## config.mk

```make
export PLATFORM = sky130hd
export DESIGN_NAME = s2b_counter
export DESIGN_NICKNAME = d
export VERILOG_FILES = /design/src/rtl/s2b_counter.sv
export SDC_FILE = /design/constraint.sdc
export NUM_CORES = 1
export LEC_CHECK = 0
export CORE_ASPECT_RATIO = 0.9
export CORE_MARGIN = 3
export CORE_UTILIZATION = 50
export CTS_BUF_LIST = sky130_fd_sc_hd__clkbuf_4
export DETAILED_ROUTE_END_ITERATION = 8
export PLACE_DENSITY = 0.72
export SYNTH_ARGS = -nofsm -noshare
export SYNTH_HDL_FRONTEND = slang
export SYNTH_SLANG_ARGS = --single-unit
```

## constraint.sdc

```tcl
create_clock -name clk -period 2 [get_ports clk]
set_input_delay 0.4 -clock clk [delete_from_list [all_inputs] [get_ports clk]]
set_output_delay 0.4 -clock clk [all_outputs]
set_load 0.01 [all_outputs]
```

## src/rtl/s2b_counter.sv

```systemverilog
// s2b_counter: counts ones in a unipolar stochastic bitstream over a fixed window and emits a binary value.
// Optional macro S2B_CONT_EN selects continuous back-to-back windows.
module s2b_counter #(
  parameter int DATAWD = 8,
  parameter int WINLOG = 8
) (
  input  logic              clk,
  input  logic              rst_n,
  input  logic              iStart,
  input  logic              iClr,
  input  logic              iEn,
  input  logic              iBit,
  output logic [DATAWD-1:0] oB,
  output logic              oValid,
  output logic              oBusy
);

  localparam int SH = WINLOG - DATAWD;

  if (WINLOG < DATAWD) begin : g_bad_cfg
    $error("s2b_counter: WINLOG must be >= DATAWD");
  end

  typedef enum logic {
    IDLE = 1'b0,
    ACC  = 1'b1
  } state_t;

`ifdef S2B_CONT_EN
  localparam state_t END_ST = ACC;
`else
  localparam state_t END_ST = IDLE;
`endif

  state_t            state;
  state_t            state_n;
  logic [WINLOG:0]   ones;
  logic [WINLOG:0]   ones_n;
  logic [WINLOG-1:0] cnt;
  logic [WINLOG-1:0] cnt_n;
  logic [DATAWD-1:0] ob_n;
  logic              valid_n;
  logic              last;
  logic [WINLOG:0]   total;
  logic [WINLOG-1:0] sat;

  // Window ends on the final qualified bit; that bit is folded in here.
  assign last  = (state == ACC) && iEn && (&cnt);
  assign total = ones + (WINLOG+1)'(iBit);
  assign sat   = total[WINLOG] ? '1 : total[WINLOG-1:0];

  // Next-state, counter and result logic; abort wins over everything.
  always_comb begin
    state_n = state;
    ones_n  = ones;
    cnt_n   = cnt;
    ob_n    = oB;
    valid_n = 1'b0;
    if (iClr) begin
      state_n = IDLE;
      ones_n  = '0;
      cnt_n   = '0;
    end else begin
      unique case (state)
        IDLE: begin
          if (iStart) begin
            state_n = ACC;
            ones_n  = '0;
            cnt_n   = '0;
          end
        end
        ACC: begin
          if (last) begin
            ob_n    = DATAWD'(sat >> SH);
            valid_n = 1'b1;
            state_n = END_ST;
            ones_n  = '0;
            cnt_n   = '0;
          end else if (iEn) begin
            cnt_n  = cnt + 1'b1;
            ones_n = total;
          end
        end
        default: begin
          state_n = IDLE;
        end
      endcase
    end
  end

  // State, counters and result registers.
  always_ff @(posedge clk or negedge rst_n) begin
    if (!rst_n) begin
      state  <= IDLE;
      ones   <= '0;
      cnt    <= '0;
      oB     <= '0;
      oValid <= 1'b0;
    end else begin
      state  <= state_n;
      ones   <= ones_n;
      cnt    <= cnt_n;
      oB     <= ob_n;
      oValid <= valid_n;
    end
  end

  assign oBusy = (state == ACC);

endmodule

```

==> flow_summary.json, run 1 <==
{
  "worstPathMaxFanout": 7,
  "grt_setup_unrepaired": "no",
  "diodes": 0,
  "htreeDepth": 1,
  "setup_viol": 0,
  "synth_edf_count": 0,
  "postSynthAreaPerCell_um2": 9.57,
  "antenna_found_initial": 0,
  "wl_met2_um": 1320,
  "grt_overflow": 0,
  "vias": 1194,
  "area_growth_pct": 18.9,
  "yosys.area_share.simple": 0.264,
  "ir_drop_uv": 359,
  "crit_required_ns": 2.22,
  "clock_path_buffers": 2,
  "pin_count": 16,
  "synth_fa_ha_area_frac": 0.0263,
  "status": "finished, final reports clean",
  "tightestPinTransition_ns": 0.431,
  "cp_cell_sequence": "ha_1, and3_2, nand4_1, nor4b_4, a21oi_1",
  "synth_mux_area_frac": 0,
  "worst_slack_ns": 0.168,
  "p_leak_nw": 0.741,
  "post_cts_resized": 0,
  "chipWidth_um": 62.3,
  "r2r_cells": 5,
  "port_buffers": 15,
  "stdcell_count": 211,
  "worst-r2r-setup-slack_ns": 0.17,
  "synth_cells": 149,
  "cts_buffers": 3,
  "synthFlopType": "dfrtp_1",
  "cts_tree": "built",
  "synth_compound_area_frac": 0.169,
  "routed.top_layer": "met4",
  "die_area_mm2": 0.00353,
  "clk_pin_slew_ns": 0.16,
  "synth_top_family_by_area": "simple AND/OR/NAND/NOR gates",
  "critical_path_class": "flop to flop",
  "num_rows": 17,
  "arrival_ns": 2.05,
  "post-route-min-period_ns": 1.83,
  "synth-seq-cells": 27,
  "r2r_start": "cnt[1]",
  "yosys.area_share.xor_xnor": 0.0430,
  "drt-pass1-iter-count": 4,
  "core_area_mm2": 0.00257,
  "netlist_top_cells_area": "dfrtp_1 47%, a31oi_1 5.7%, nor2_1 4.2%, nand2_1 3.7%, a21oi_1 2.8%",
  "post_cts_buffers": 0,
  "fmax_ghz": 0.546,
  "met3WireLength_um": 119,
  "hp-class": "input pin to async pin",
  "maxSlewViolCount": 0,
  "place_congestion": 0.832,
  "crit_path_start": "cnt[1]",
  "grt_pass1_wl_um": 5220,
  "netlist_area_mm2": 0.00143,
  "clock_latency_ns": 0.34,
  "grt_max_degree": 28,
  "critPathLaunchType": "flop",
  "yosysWarnings": 0,
  "synth_nets": 158,
  "layout-drive-gt1-share": 0.116,
  "netlist.area_leader.share": 0.474,
  "fillCellCount": 219,
  "slew_headroom": 0.711,
  "cp-end-kind": "flop",
  "nNetsFinal": 183,
  "dp_slack_ns": -0.136,
  "synthArstFlopShare": 1.00,
  "hpwl_um": 2250,
  "power_density_mw_per_mm2": 524,
  "hold_viol_final": 0,
  "max_stage_delay_ns": 0.51,
  "clock_skew_ns": 0.0168,
  "wire_per_inst_um": 14.1,
  "cts_sinks": 27,
  "r2r_end": "oB[0]",
  "drtIter0Drc": 41,
  "synthDistinctLibCells": 37,
  "start_util": 0.554,
  "ant_nets": 0,
  "via_per_inst": 5.66,
  "crit_path_top_delay_cell": "nor4b_4",
  "grt_pass1_vias": 1160,
  "ys_seq_area_frac": 0.474,
  "grt.total_usage": 0.185,
  "drc": 0,
  "yosysMostFrequentCell": "dfrtp_1",
  "drv_cap": 0,
  "synth_common_cells": "27 x dfrtp_1, 16 x nor2_1, 14 x nand2_1, 13 x a31oi_1",
  "period_share": 0.916,
  "m1WireLength_um": 1500,
  "cts-root-buf": "clkbuf_4",
  "drt_wl_total_um": 2980,
  "synth_top_area_cell": "dfrtp_1",
  "die_h_um": 56.7,
  "cts-hold-fix-buffers": 0,
  "placed_cells": 207
}
-- area by class of cell --
cell class	count	area, um2	share of cell area
clock inverter	1	7.51	0.00443
inverter	2	7.51	0.00443
tap	38	47.5	0.0280
clock buffer	3	22.5	0.0133
multi-input combinational	116	717	0.423
sequential	27	676	0.399
timing repair buffer	24	218	0.128
-- critical path, delay by kind of cell, from the launching register on --
family / cells / cell delay [ns]
and+or+nand+nor: 3 / 0.95
DFF: 1 / 0.42
adders and majority gates: 1 / 0.23
AOI/OAI and AO/OA: 1 / 0.13
-- metal layers --
layer,vias to the layer above,track usage
met4,0,0.0566
met2,28,0.287
li1,594,-
met5,-,0
met3,6,0.0440
met1,566,0.257
-- cell usage in the layout, fill, tap and decap left out, types with 2 or more instances in the layout --
master / netlist / routed
clkdlybuf4s50_1: 0 / 15
buf_4: 0 / 9
dfrtp_1: 27 / 27
nand3b_1: 4 / 4
nand2_1: 14 / 14
and3_1: 4 / 4
o211ai_1: 2 / 2
a31oi_1: 13 / 13
a21oi_1: 8 / 8
nor3_2: 2 / 2
and2_1: 3 / 3
xnor2_1: 3 / 3
nand3_1: 6 / 6
inv_1: 2 / 2
nor2_1: 16 / 16
o21ai_1: 2 / 2
clkbuf_4: 0 / 3
nand2b_1: 2 / 2
nand4_1: 5 / 5
ha_1: 3 / 3
xor2_1: 4 / 4
o21ai_0: 8 / 8
or3b_1: 2 / 2
-- per-stage QoR --
stage	TNS, ns	util	total power [mW]	cell area (um2)	hold WS (ns)
detailed placement	-0.895	0.647	0.649	1670	0.505
global route	0	0.659	0.929	1700	0.410
CTS	0	0.659	0.896	1700	0.408
global placement	-0.155	0.647	0.648	1670	0.493
finish	0	0.659	0.888	1700	0.396
floorplan	0	-	0.605	1430	0.104
-- cell families (layout without fill, tap and decap cells) --
kind of cell	after synthesis	count (layout)
xor gates and xnor gates	7	7
and+or+nand+nor	66	66
adders and majority gates	3	3
DFF	27	27
AOI/OAI and AO/OA	40	40
buffers and inverters	6	30
-- state kept, by name, summed over array words and instances (netlist names) --
register	flops
ones	9
cnt	8
oB	8
oBusy	1
oValid	1
-- how the worst max path moves through the flow --
stage,end,slack (ns),cells past startpoint
6_report,oB[0],0.17,5
5_1_grt,oB[2],0.001,5
4_1_cts,oBusy,0.15,1
3_5_place_dp,oB[1],-0.14,6
3_3_place_gp,oB[6],-0.03,6
2_1_floorplan,oB[0],0.43,5
-- where the power goes --
group	switching, mW	internal, mW	total [mW]	leakage [nW]
Combinational	0.0443	0.0326	0.0769	0.352
Sequential	0.00990	0.552	0.562	0.375
Clock	0.172	0.0768	0.249	0.0139
Total	0.226	0.662	0.888	0.741
No activity file was read; power rests on OpenSTA's default activity.
==> inputs of run 2 (changes only) <==
--- a/config.mk
+++ b/config.mk
@@ -11,6 +11,7 @@
 export CTS_BUF_LIST = sky130_fd_sc_hd__clkbuf_4
 export DETAILED_ROUTE_END_ITERATION = 8
 export PLACE_DENSITY = 0.72
+export SETUP_SLACK_MARGIN = 0.4
 export SYNTH_ARGS = -nofsm -noshare
 export SYNTH_HDL_FRONTEND = slang
 export SYNTH_SLANG_ARGS = --single-unit
==> flow_summary.json, run 2 (synthesis gave the netlist of run 1 again) <==
{
  "busiest_layer": "met2",
  "clk_pin_slew_ns": 0.16,
  "cp-end-kind": "flop",
  "status": "finished, final reports clean",
  "switchingPower_uw": 231,
  "nNetsFinal": 194,
  "crit_required_ns": 2.23,
  "final_cell_mix": "26 x dfrtp_1, 19 x buf_4, 15 x nor2_1, 14 x nand2_1, 13 x a31oi_1",
  "port_buffers": 15,
  "die_area_mm2": 0.00353,
  "placed_area_mm2": 0.00167,
  "hpwl_um": 2250,
  "grtUsageMet3": 0.0480,
  "antenna_found_initial": 0,
  "r2r_end": "oB[3]",
  "grt.total_usage": 0.201,
  "largest_reg_flops": 9,
  "drt_wl_total_um": 3340,
  "clock_skew_ns": 0.0154,
  "cts_tree": "built",
  "drv_cap": 0,
  "grt_pass1_vias": 1206,
  "slew_headroom": 0.778,
  "critical_path_class": "flop to flop",
  "grt_overflow": 0,
  "clock_path_buffers": 2,
  "layout-drive-gt1-share": 0.239,
  "fmax_ghz": 0.611,
  "period_share": 0.819,
  "use_met1": 0.275,
  "worstPathMaxFanout": 3,
  "seqPwrFrac": 0.627,
  "largest_register": "ones",
  "fin_setup_tns_ns": 0,
  "grt_max_degree": 28,
  "hp-class": "input pin to async pin",
  "wire_per_inst_um": 15.0,
  "r2r_start": "cnt[1]",
  "reg.largest.list": "ones (9), cnt (8), oB (8)",
  "chipWidth_um": 62.3,
  "use_met2": 0.321,
  "cts_sinks": 27,
  "clkPwrFrac": 0.278,
  "maxSlewViolCount": 0,
  "grt_setup_unrepaired": "yes",
  "hold_viol_final": 0,
  "tightestPinTransition_ns": 0.334,
  "crit_path_start": "cnt[1]",
  "htreeDepth": 1,
  "cts_buffers": 3,
  "r2r_cells": 6,
  "setup_viol": 0,
  "via_per_inst": 5.73,
  "area_growth_pct": 29.4,
  "worst_slack_ns": 0.362,
  "place_congestion": 0.832,
  "diodes": 0,
  "num_rows": 17,
  "drt-pass1-iter-count": 4,
  "critPathLaunchType": "flop",
  "intPower_uw": 664,
  "ant_nets": 0,
  "core_area_mm2": 0.00257,
  "grt_pass1_wl_um": 5680,
  "switching_share": 0.258,
  "drtIter0Drc": 67,
  "power_density_mw_per_mm2": 485,
  "die_h_um": 56.7,
  "crit_end": "oB[3]",
  "fillCellCount": 207,
  "p_leak_nw": 0.860,
  "final_common_cell": "dfrtp_1",
  "arrival_ns": 1.87,
  "cts-root-buf": "clkbuf_4",
  "vias": 1272,
  "clock_latency_ns": 0.34,
  "worst-r2r-setup-slack_ns": 0.36,
  "pin_count": 16,
  "combPwrFrac": 0.095,
  "dp_slack_ns": -0.136,
  "drc": 0,
  "post-route-min-period_ns": 1.64,
  "start_util": 0.554,
  "finalInstanceArea_mm2": 0.00185,
  "ir_drop_uv": 370
}
==> run 2: cell type report <==
cell class | count | area, um2 | share of cell area
Multi-Input combinational cell | 116 | 786 | 0.426
Tap cell | 38 | 47.5 | 0.0258
Clock buffer | 3 | 22.5 | 0.0122
Inverter | 2 | 7.51 | 0.00407
Clock inverter | 1 | 7.51 | 0.00407
Sequential cell | 27 | 677 | 0.367
Timing Repair Buffer | 35 | 298 | 0.161
==> run 2: stage by stage <==
step | std cells | util | total power [mW] | hold WS [ns]
floorplan | 149 | - | 0.605 | 0.104
global placement | 207 | 0.647 | 0.648 | 0.493
detailed placement | 207 | 0.647 | 0.649 | 0.505
CTS | 218 | 0.696 | 0.900 | 0.408
global route | 222 | 0.717 | 0.940 | 0.405
finish | 222 | 0.717 | 0.895 | 0.396
==> run 2: how the worst min path moves through the flow <==
stage	cells after the start	slack (ns)	from	endpoint
3_5_place_dp	1	0.50	cnt[6]	cnt[6]
5_1_grt	2	0.41	rst_n	cnt[4]
2_1_floorplan	0	0.10	rst_n	cnt[0]
6_report	2	0.40	rst_n	cnt[4]
3_3_place_gp	1	0.49	cnt[6]	cnt[6]
4_1_cts	2	0.41	rst_n	cnt[4]
==> run 2: power groups by stage <==
stage / clock (mW) / combinational (mW) / sequential (mW)
4_1_cts: 0.256 / 0.0836 / 0.560
6_report: 0.248 / 0.0850 / 0.561
2_1_floorplan: 0 / 0.0331 / 0.571
3_3_place_gp: 0 / 0.0761 / 0.572
3_5_place_dp: 0 / 0.0773 / 0.572
5_1_grt: 0.283 / 0.0942 / 0.563
==> run 2: timing repair <==
| action | 4_1_cts | 5_1_grt |
|---|---|---|
| pin swaps | 8 | 5 |
| setup endpoints to repair | 29 | 17 |
| hold buffers | 0 | 0 |
| setup buffers | 7 | 4 |
| resized for setup | 23 | 8 |
==> run 2: metal layers <==
layer,vias to the layer above,routed length (um)
li1,615,-
met1,615,1570
met2,38,1570
met3,4,171
met4,0,28
met5,-,0
==> run 2: worst max-delay path: stages, from the launching register on <==
cell and delay [ns]:
dfrtp_1 0.41, ha_2 0.21, and3_4 0.19, nand4_1 0.18, nor4b_4 0.32, buf_4 0.19
a21oi_2 0.05
==> inputs of run 3 (changes only) <==
--- a/config.mk
+++ b/config.mk
@@ -10,7 +10,7 @@
 export CORE_UTILIZATION = 50
 export CTS_BUF_LIST = sky130_fd_sc_hd__clkbuf_4
 export DETAILED_ROUTE_END_ITERATION = 8
-export PLACE_DENSITY = 0.72
+export PLACE_DENSITY = 0.75
 export SETUP_SLACK_MARGIN = 0.4
 export SYNTH_ARGS = -nofsm -noshare
 export SYNTH_HDL_FRONTEND = slang
==> constraint.sdc (replaced) <==
create_clock -name clk -period 1.5 [get_ports clk]
set_input_delay 0.3 -clock clk [delete_from_list [all_inputs] [get_ports clk]]
set_output_delay 0.3 -clock clk [all_outputs]
set_load 0.01 [all_outputs]
==> flow_summary.json, run 3 (synthesis gave the netlist of run 1 again) <==
{
  "status": "finished, violations left",
  "failed_checks": "negative setup slack",
  "vias": 1541,
  "drtIter0Drc": 125,
  "area_growth_pct": 51.5,
  "cts_buffers": 3,
  "fmax_ghz": 0.614,
  "die_h_um": 56.7,
  "final_common_cell": "buf_4",
  "hold_viol_final": 0,
  "die_area_mm2": 0.00353,
  "maxSlewViolCount": 0,
  "pin_count": 16,
  "clk_pin_slew_ns": 0.14,
  "power_density_mw_per_mm2": 585,
  "dp_slack_ns": -0.433,
  "clock_latency_ns": 0.33,
  "arrival_ns": 1.86,
  "ir_drop_uv": 751,
  "largest_reg_flops": 9,
  "clock_skew_ns": 0.00286,
  "wire_per_inst_um": 20.1,
  "grt_setup_unrepaired": "yes",
  "place_congestion": 0.855,
  "hp-class": "input pin to async pin",
  "layout-drive-gt1-share": 0.426,
  "critPathLaunchType": "flop",
  "setup_viol": 15,
  "drc": 0,
  "drt_wl_total_um": 4860,
  "seq_area_um2": 677,
  "critical_path_class": "flop to flop",
  "nNetsFinal": 214,
  "start_util": 0.554,
  "ant_nets": 0,
  "stdcell_count": 242,
  "cts_tree": "built",
  "grt_overflow": 0,
  "worst_slack_ns": -0.128,
  "slew_headroom": 0.759,
  "final_cell_mix": "28 x buf_4, 26 x dfrtp_1, 13 x nor2_1, 13 x nand2_1, 10 x buf_6",
  "grt.total_usage": 0.274,
  "via_per_inst": 6.37,
  "htreeDepth": 1,
  "cts_sinks": 27,
  "multi_input_area_um2": 943,
  "reg.largest.list": "ones (9), cnt (8), oB (8)",
  "post-route-min-period_ns": 1.63,
  "num_rows": 17,
  "final_util": 0.840,
  "placed_cells": 227,
  "tightestPinTransition_ns": 0.361,
  "largest_register": "ones",
  "hpwl_um": 2750,
  "core_area_mm2": 0.00257,
  "diodes": 0,
  "crit_required_ns": 1.73,
  "drv_cap": 0,
  "cp-end-kind": "flop",
  "p_leak_nw": 0.988,
  "chipWidth_um": 62.3,
  "fillCellCount": 125,
  "period_share": 1.09,
  "cts-root-buf": "clkbuf_4",
  "antenna_found_initial": 0,
  "grt_pass1_vias": 1578,
  "drt-pass1-iter-count": 4,
  "grt_max_degree": 28,
  "grt_pass1_wl_um": 7560,
  "clock_path_buffers": 2,
  "worstPathMaxFanout": 7,
  "port_buffers": 15
}
run 3: cell count changes in the layout (fill, tap and decap cells not counted), moves of 5 or more:
| cell | change |
|---|---|
| buf_6 | +9 |
| a21oi_2 | -5 |
| dlygate4sd2_1 | -7 |
| buf_2 | +9 |
| a21oi_1 | +5 |
| buf_4 | +9 |
| o21ai_2 | +5 |
| o21ai_0 | -7 |
run 3: what timing repair did:
item | 4_1_cts | 5_1_grt
cloned | 2 | 0
pin swaps | 11 | 6
resized for setup | 68 | 16
setup endpoints to repair | 37 | 37
hold buffers | 0 | 0
setup buffers | 5 | 4
run 3: stage by stage:
stage	total power [mW]	hold slack [ns]	setup TNS, ns	instance area [um2]
final	1.26	0.315	-1.08	2160
after global routing	1.31	0.339	-2.49	2160
after CTS	1.24	0.333	-0.660	2040
after detailed placement	0.890	0.485	-6.24	1890
after global placement	0.884	0.477	-4.94	1890
after floorplan	0.815	0.00441	-0.230	1490
run 3: layout make-up:
| type | count | area share |
|---|---|---|
| clock buffers | 4 | 0.0139 |
| inverters | 2 | 0.00347 |
| multi-input cells | 117 | 0.437 |
| flip-flops and latches | 27 | 0.313 |
| well taps | 38 | 0.0220 |
| repair buffers | 54 | 0.211 |
run 3: worst max-delay path, cell delays in order (launching register included):
cell and delay, ns:
dfrtp_1 0.38, ha_2 0.21, and3_4 0.19, nand4_1 0.19, nor4b_4 0.31, buf_6 0.16
a21oi_1 0.08
run 3: power by group:
part           switching [mW]  internal, mW  total, mW
Clock                   0.220         0.123      0.343
Sequential             0.0112         0.736      0.748
Combinational          0.0991        0.0748      0.174
Total                   0.331         0.934       1.26
run 3: metal layers:
metal  up-vias  share of wire  track usage
met5         -              0            0
met4         0          0.036       0.0881
met3        24          0.083       0.0860
met2       107           0.50        0.480
met1       749           0.38        0.321
li1        661              -            -
run 3: worst paths after layout:
check | startpoint | end | slack (ns) | depth (start not counted)
worst min register to register | cnt[6] | cnt[6] | 0.51 | 1
worst max register to register | cnt[0] | oB[1] | -0.13 | 6
max in group asynchronous | rst_n | oBusy | 0.91 | 2
worst min-delay path | rst_n | cnt[6] | 0.32 | 2
min in group clk | cnt[6] | cnt[6] | 0.51 | 1
worst max-delay path | cnt[0] | oB[1] | -0.13 | 6
